## config.mk

```make
export PLATFORM = sky130hd
export DESIGN_NAME = adder_bist_ctrl
export DESIGN_NICKNAME = d
export VERILOG_FILES = /design/src/rtl/adder_bist_pkg.sv /design/src/rtl/adder_bist_golden.sv /design/src/rtl/adder_bist_ctrl.sv
export SDC_FILE = /design/constraint.sdc
export NUM_CORES = 1
export LEC_CHECK = 0
export ABC_AREA = 1
export BUFFER_PORTS_ARGS = -buffer_cell sky130_fd_sc_hd__buf_2
export CORE_MARGIN = 4
export CORE_UTILIZATION = 55
export CTS_BUF_LIST = sky130_fd_sc_hd__clkbuf_16
export CTS_CLUSTER_SIZE = 14
export DETAILED_ROUTE_END_ITERATION = 7
export GPL_TIMING_DRIVEN = 0
export MAX_ROUTING_LAYER = met4
export PLACE_DENSITY = 0.78
export SYNTH_ARGS = -nofsm -noshare
export SYNTH_HDL_FRONTEND = slang
export SYNTH_HIERARCHICAL = 1
export SYNTH_SLANG_ARGS = --single-unit
```

## constraint.sdc

```tcl
create_clock -name clk -period 3.28 [get_ports clk]
set_clock_uncertainty 0.2 [all_clocks]
set_input_delay 0.164 -clock clk [delete_from_list [all_inputs] [get_ports clk]]
set_output_delay 0.164 -clock clk [all_outputs]
set_load 0.005 [all_outputs]
```

## src/rtl/adder_bist_pkg.sv

```systemverilog
// Shared types and helpers for the 4-bit adder BIST controller.
// Maps a sweep index onto the interleaved {cin,a,b} operand vector.
package adder_bist_pkg;

  localparam int VEC_W = 9;

  typedef enum logic [2:0] {
    IDLE,
    DRIVE,
    SETTLE,
    CHECK,
    DONE
  } state_t;

  // Sweep bits are interleaved b0,a0,b1,a1,... from the LSB so that low-order
  // carry chains are exercised early in the sweep.
  function automatic logic [VEC_W-1:0] k_to_vec(input logic [VEC_W-1:0] k,
                                                input logic             sweep_cin);
    logic [3:0] a;
    logic [3:0] b;
    for (int i = 0; i < 4; i++) begin
      a[i] = k[2*i+1];
      b[i] = k[2*i];
    end
    return {sweep_cin & k[8], a, b};
  endfunction

endpackage

```

## src/rtl/adder_bist_golden.sv

```systemverilog
// Combinational reference adder: 5-bit {cout,s} = a + b + cin.
module adder_bist_golden (
  input  logic [3:0] a,
  input  logic [3:0] b,
  input  logic       cin,
  output logic [4:0] sum
);

  assign sum = {1'b0, a} + {1'b0, b} + {4'b0000, cin};

endmodule

```

## src/rtl/adder_bist_ctrl.sv

```systemverilog
// BIST controller for a 4-bit adder: exhaustive operand sweep, settle window,
// golden comparison, saturating error count and first-failing-index capture.
module adder_bist_ctrl
  import adder_bist_pkg::*;
#(
  parameter int unsigned SETTLE_CYCLES = 1,
  parameter bit          SWEEP_CIN     = 1'b0,
  parameter int unsigned ERR_W         = 10
) (
  input  logic             clk,
  input  logic             rst,
  input  logic             start,
  output logic [3:0]       a,
  output logic [3:0]       b,
  output logic             cin,
  input  logic [3:0]       s,
  input  logic             cout,
  output logic             busy,
  output logic             done,
  output logic             pass,
  output logic [ERR_W-1:0] err_cnt,
  output logic [VEC_W-1:0] fail_k
);

  localparam logic [VEC_W-1:0] LAST_K      = SWEEP_CIN ? VEC_W'(511) : VEC_W'(255);
  localparam logic [3:0]       SETTLE_LOAD = (SETTLE_CYCLES == 0) ? 4'd0 : 4'(SETTLE_CYCLES - 1);
  localparam logic [ERR_W-1:0] ERR_ONE     = ERR_W'(1);

  state_t           state;
  logic [VEC_W-1:0] k;
  logic [3:0]       settle_cnt;
  logic [4:0]       golden_sum;
  logic [VEC_W-1:0] vec;
  logic             mismatch;
  logic             err_sat;

  adder_bist_golden u_golden (
    .a   (a),
    .b   (b),
    .cin (cin),
    .sum (golden_sum)
  );

  assign vec      = k_to_vec(k, SWEEP_CIN);
  assign mismatch = ({cout, s} != golden_sum);
  assign err_sat  = &err_cnt;

  // NOTE: all state lives in this one block with non-blocking assignments, so
  // every register samples pre-edge values (e.g. err_cnt==0 for first-fail capture).
  always_ff @(posedge clk) begin
    if (rst) begin
      state      <= IDLE;
      k          <= '0;
      settle_cnt <= '0;
      a          <= '0;
      b          <= '0;
      cin        <= 1'b0;
      busy       <= 1'b0;
      done       <= 1'b0;
      pass       <= 1'b0;
      err_cnt    <= '0;
      fail_k     <= '0;
    end else begin
      case (state)
        IDLE, DONE: begin
          if (start) begin
            state   <= DRIVE;
            k       <= '0;
            err_cnt <= '0;
            fail_k  <= '0;
            pass    <= 1'b0;
            done    <= 1'b0;
            busy    <= 1'b1;
          end
        end
        DRIVE: begin
          {cin, a, b} <= vec;
          if (SETTLE_CYCLES == 0) begin
            state <= CHECK;
          end else begin
            settle_cnt <= SETTLE_LOAD;
            state      <= SETTLE;
          end
        end
        SETTLE: begin
          if (settle_cnt == 4'd0) state <= CHECK;
          else                    settle_cnt <= settle_cnt - 4'd1;
        end
        CHECK: begin
          if (mismatch) begin
            if (!err_sat)          err_cnt <= err_cnt + ERR_ONE;
            if (err_cnt == '0)     fail_k  <= k;
          end
          if (k == LAST_K) begin
            state <= DONE;
            busy  <= 1'b0;
            done  <= 1'b1;
            pass  <= !mismatch && (err_cnt == '0);
          end else begin
            k     <= k + VEC_W'(1);
            state <= DRIVE;
          end
        end
        default: state <= IDLE;
      endcase
    end
  end

endmodule
```

==> Yosys cells after proc, flatten, opt, wreduce, memory -nomap -nowiden <==
Index checks and enable logic that the tools add are counted.
{ "totals": {"input_bits": 8, "regBits": 46} }
{ "op_classes": {"n_eq_ne": 14, "n_reduce_logical": 15, "mux": 24, "n_addsub": 4} }
{ "op_table": {"columns": ["operator", "count"], "rows": [
  ["9-bit two-way mux", 4],
  ["9-bit case mux with 2 select lines", 2],
  ["10-bit two-way mux", 3],
  ["10-bit case mux with 2 select lines", 1],
  ["2-bit != test, second input constant", 8],
  ["3-bit case mux with 4 select lines", 1],
  ["10-bit by 1-bit adder with 10-bit output, second input constant", 1],
  ["10-bit logical NOT", 1],
  ["10-bit AND reduction", 1],
  ["9-bit by 1-bit adder with 9-bit output, second input constant", 1],
  ["9-bit by 8-bit == test with 1-bit output, second input constant", 1],
  ["3-bit two-way mux", 3],
  ["4-bit case mux with 2 select lines", 1],
  ["4-bit AND reduction", 2],
  ["3-bit by 2-bit == test with 1-bit output, second input constant", 2],
  ["1-bit case mux with 2 select lines", 3],
  ["3-bit AND reduction", 2],
  ["4-bit by 4-bit adder with 5-bit output", 1],
  ["1-bit two-way mux", 5],
  ["5-bit != test", 1],
  ["4-bit logical NOT", 1],
  ["4-bit two-way mux", 1],
  ["2-bit AND reduction", 2],
  ["2-bit nonzero test", 2],
  ["other kinds (7)", 7]
]} }

==> Logic depth before layout (Yosys ltp) <==
{ "depth": {"depth_word": 6, "ltp_mapped": 17, "mapped_depth_nobuf": 17} }

==> Cells and area by module <==
Netlist, hierarchy kept.
{ "by_module_without_submodules": {"columns": ["mod", "area_per_inst_um2", "cells_each", "seq_area_each_um2", "n_inst"], "rows": [
  ["adder_bist_ctrl", 2292.2, 322, 920.9, 1],
  ["adder_bist_golden", 167.7, 25, 0.0, 1]
]} }

==> Worst setup path after synthesis <==
Ideal clock, no wire load.
{ "synth_timing": {"path_kind": "reg2reg", "start": "reg a[0]", "end": "reg fail_k[6]", "required_ns": 2.959, "path_slack_ns": 0.877, "period_less_slack_ns": 2.403, "n_path_buf": 1, "setup_ns": 0.121, "t_arrival_ns": 2.081, "stages_incl_launch_ff": 14, "path_cell_list": "dfxtp_1 -> inv_1 -> fa_1 -> inv_1 -> fa_1 -> inv_1 -> nand2_1 -> nand2_1 -> nand2_2 -> nor2_4 -> nand2_4 -> nand3_4 -> buf_6 -> o21ai_0"} }
{ "synth_via": {"elab_chain_len": 4} }
{ "synth_rtl": {"columns": ["element", "line", "rtl"], "rows": [
  ["start: declaration", "adder_bist_ctrl.sv:13", "output logic [3:0] a,"],
  ["start signal: assignment", "adder_bist_ctrl.sv:77", "{cin, a, b} <= vec;"],
  ["4-bit by 4-bit adder with 5-bit output", "adder_bist_golden.sv:9", "assign sum = {1'b0, a} + {1'b0, b} + {4'b0000, cin};"],
  ["net golden_sum[1]", "adder_bist_ctrl.sv:32", "logic [4:0] golden_sum;"],
  ["5-bit != test", "adder_bist_ctrl.sv:45", "assign mismatch = ({cout, s} != golden_sum);"],
  ["2-bit != test (no line)", null, null],
  ["4-bit AND reduction (no line)", null, null],
  ["end signal: assignment", "adder_bist_ctrl.sv:92", "if (err_cnt == '0) fail_k <= k;"],
  ["end: declaration", "adder_bist_ctrl.sv:22", "output logic [VEC_W-1:0] fail_k"]
]} }
The timed path passes the listed nets, and every way through them passes these cells.
A chain may end at the register's enable or synchronous reset.

==> Final worst setup path <==
{ "layout_timing": {"start": "reg a[0]", "end": "reg err_cnt[5]"} }
{ "layout_via": {"elab_chain_len": 4} }
{ "layout_rtl": {"columns": ["element", "line", "rtl"], "rows": [
  ["4-bit by 4-bit adder with 5-bit output", "adder_bist_golden.sv:9", null],
  ["net golden_sum[4]", "adder_bist_ctrl.sv:32", null],
  ["5-bit != test", "adder_bist_ctrl.sv:45", null],
  ["2-bit != test (no line)", null, null],
  ["4-bit AND reduction (no line)", null, null],
  ["end signal: assignment", "adder_bist_ctrl.sv:91", "if (!err_sat) err_cnt <= err_cnt + ERR_ONE;"],
  ["end: declaration", "adder_bist_ctrl.sv:21", "output logic [ERR_W-1:0] err_cnt,"]
]} }
The timed path passes the listed nets, and every way through them passes these cells.

==> impl_metrics.ini <==
[sta]
fmax_mhz = 367.9
tns_ns = 0
worst_slew_pin_slew_ns = 0.5343
setup_viol = 0
period_share_pct = 82.87
fin_crit_ns = 2.718
drv_slew = 0
slew_headroom_pct = 64.38
hold_viol = 0
rsz0062_at_grt = no

[critical_path]
cp_slowest_cell = fa_1
cp_data_required_time_ns = 3.27
arrival_ns = 2.71
crit_path_end_kind = flop
critPathKind = reg -> reg
path_cells = inv_1, fa_1, inv_1, fa_1, a21oi_1, o21bai_1, inv_1, nand2_1, nand2_1, nand2_1, nor2_4, nand2_4, nand3_2, nand2_1, nand2_1, nand2_1, inv_1
crit_fanout = 9
worst_setup_path_start_kind = flop
crit_family = simple AND/OR/NAND/NOR gates
path_buf_inv = 4
crit_top_cell = nand2_1
max_stage_delay_ns = 0.42

[floorplanning]
start_util_pct = 56.49
die_h_um = 74.88
dieArea_um2 = 5606
rows = 24
die_width_um = 74.88
coreArea_um2 = 4354
pin_count = 39

[global_route]
track_usage_pct = 22.00
antenna_found_initial = 0
grt_pass1_wl_um = 9204
grt_overflow = 0
grt_start_max_net_pins = 15
grt_pass1_vias = 2111

[status]
outcome = finished clean

[routing]
antenna_left = 0
vias = 2340
first_pass_iters = 4
drc = 0
viasPerCell = 5.270
wire_per_inst_um = 12.38
drt-total-wl_um = 5498
drtIter0Drc = 120

[synthesis]
synth_ff_type = dfxtp_1
synthAdderAreaFrac_pct = 5.697
yosysWarningCount = 6
syn_inst = 347
ys_seq_area_share_pct = 37.44
ys_ff_latch = 46
synth_xor_area_share_pct = 1.424
yosys-mux-area-fraction_pct = 0
yosysTopAreaCell = dfxtp_1
synth_area_leaders = dfxtp_1 (37%), nand2_1 (10%), inv_1 (7.0%), nand3_1 (6.9%), a21oi_1 (5.9%)
ys_types = 33
synth_compound_area_share_pct = 14.65
synthesis.area_um2 = 2460
synth_top_family_by_area = simple AND/OR/NAND/NOR gates
yosys.area.top_type_share_pct = 37.44
synth-simple-area-share_pct = 31.49
synth_edf_count = 0
async_reset_ff_share_pct = 0
syn_area_per_cell_um2 = 7.089

[power_and_ir_drop]
vdd_drop_max_uv = 448.6
swShare_pct = 37.02
cellLeakagePower_nw = 1.274
power_frac_comb_pct = 33.0
power_frac_seq_pct = 39.3
p_int_mw = 1.121
p_per_area_nw_per_um2 = 624.3
power_mw = 1.780
switching_power_mw = 0.6590
pwr-share-clk_pct = 27.7

[clock_network]
ctsHtreeMaxLevel = 2
cts_setup_buffers = 0
numCtsBuffers = 5
cts_root_buffer = clkbuf_16
clk_latency_ns = 0.29
cts_tree = yes
postCtsHoldBufs = 0
clkTransAtPathRegs_ns = 0.06
cts_resized = 0
cts_max_path_buffers = 2
numClockSinks = 46

[placement]
place_area_um2 = 2709
place_congestion = 0.8635
portBuffers = 36
dp_cells = 436
hpwl_um = 4091

[cells_and_area]
drive_above_1_share_pct = 15.05
stdcell_count = 444
final_nets = 409
stdcell_area_um2 = 2851
area_growth_syn_to_layout_pct = 15.92
nFillCells = 396
num_antenna_cells = 0

[min_path]
hold_path_class = in -> reg

[flow_run]
drv_cap = 0
metrics by stage:
stage | hold slack, ns | utilization [%] | setup WS [ns]
finish | 0.01059 | 65.49 | 0.5617
CTS | 0.002289 | 65.49 | 0.5629
global placement | 0.2463 | 62.21 | 0.6821
global route | 0.03393 | 65.49 | 0.2761
floorplan | 0.1678 | - | 0.8772
detailed placement | 0.2481 | 62.21 | 0.5770
cells in the mapped netlist (2+ instances only):
cell / number
inv_2: 2
nor3b_1: 3
a211oi_1: 2
fa_1: 2
nand2_1: 68
o21bai_1: 3
clkbuf_1: 7
inv_1: 46
nor2_1: 33
nor3_1: 7
a21oi_1: 29
nand4_1: 8
ha_1: 8
nand3_1: 34
nand2_2: 3
xor2_1: 4
nand2_4: 2
nand3_2: 2
o21ai_0: 25
dfxtp_1: 46
metal layers:
layer	share of wire (%)	wire length, µm	global-route usage, %
met2	50	2731	35.88
met1	45	2480	27.01
met4	1.5	85	8.103
met5	0	0	-
met3	3.7	201	4.139
logic make-up (layout without fill, tap and decap cells):
family	Yosys count	in the layout
simple gates	164	164
compound gates	65	65
buf+inv	57	101
flops	46	46
fa+ha+maj	10	10
xor+xnor	4	4
other cells	1	2
placed cells by master (no fill, tap or decap), types with 3 or more instances in the layout:
| cell | Yosys | routed |
|---|---|---|
| a21oi_1 | 29 | 29 |
| buf_2 | 0 | 36 |
| clkbuf_1 | 7 | 7 |
| clkbuf_16 | 0 | 5 |
| dfxtp_1 | 46 | 46 |
| ha_1 | 8 | 8 |
| inv_1 | 46 | 47 |
| nand2_1 | 68 | 68 |
| nand2_2 | 3 | 3 |
| nand3_1 | 34 | 34 |
| nand4_1 | 8 | 8 |
| nor2_1 | 33 | 33 |
| nor3_1 | 7 | 7 |
| nor3b_1 | 3 | 3 |
| o21ai_0 | 25 | 25 |
| o21bai_1 | 3 | 3 |
| xor2_1 | 4 | 4 |
state kept, by name, indices dropped and copies added (netlist names):
register    cells
b               4
err_cnt        10
k               9
busy            1
pass            1
fail_k          9
done            1
settle_cnt      4
state           3
a               4
worst reg2reg max path: cells and delay by family (launching register included):
family	cells	cell delay, ns
and+or+nand+nor	9	0.83
adders and majority gates	2	0.64
DFF	1	0.36
AOI/OAI and AO/OA	2	0.30
buffers and inverters	4	0.28
power groups by stage:
stage	combinational [mW]	clock, mW	sequential [mW]
floorplan	0.438	0	0.701
global placement	0.563	0	0.709
detailed placement	0.580	0	0.711
CTS	0.589	0.503	0.700
global route	0.673	0.519	0.714
finish	0.587	0.494	0.699
final timing paths:
| check | from | endpoint | slack, ns | depth (start not counted) |
|---|---|---|---|---|
| hold / removal | start | state[2]$_SDFFE_PP0P_ | 0.01 | 4 |
| hold reg to reg | settle_cnt[0]$_SDFFE_PP0P_ | settle_cnt[0]$_SDFFE_PP0P_ | 0.26 | 1 |
| setup / recovery | a[0]$_SDFFE_PP0P_ | err_cnt[5]$_SDFFE_PP0P_ | 0.56 | 17 |
| setup reg to reg | a[0]$_SDFFE_PP0P_ | err_cnt[5]$_SDFFE_PP0P_ | 0.56 | 17 |
area by class of cell:
cell class                      count  area [µm²]  area share (%)
Clock buffer                        5       125.1           4.388
Multi-Input combinational cell    245        1318           46.20
Buffer                              9       45.04           1.580
Inverter                           48       180.2           6.319
Timing Repair Buffer               36       180.2           6.319
Sequential cell                    46       920.9           32.29
Clock inverter                      3       17.52          0.6143
Tap cell                           52       65.06           2.282
Note: power is estimated with default switching activity, not from simulation.
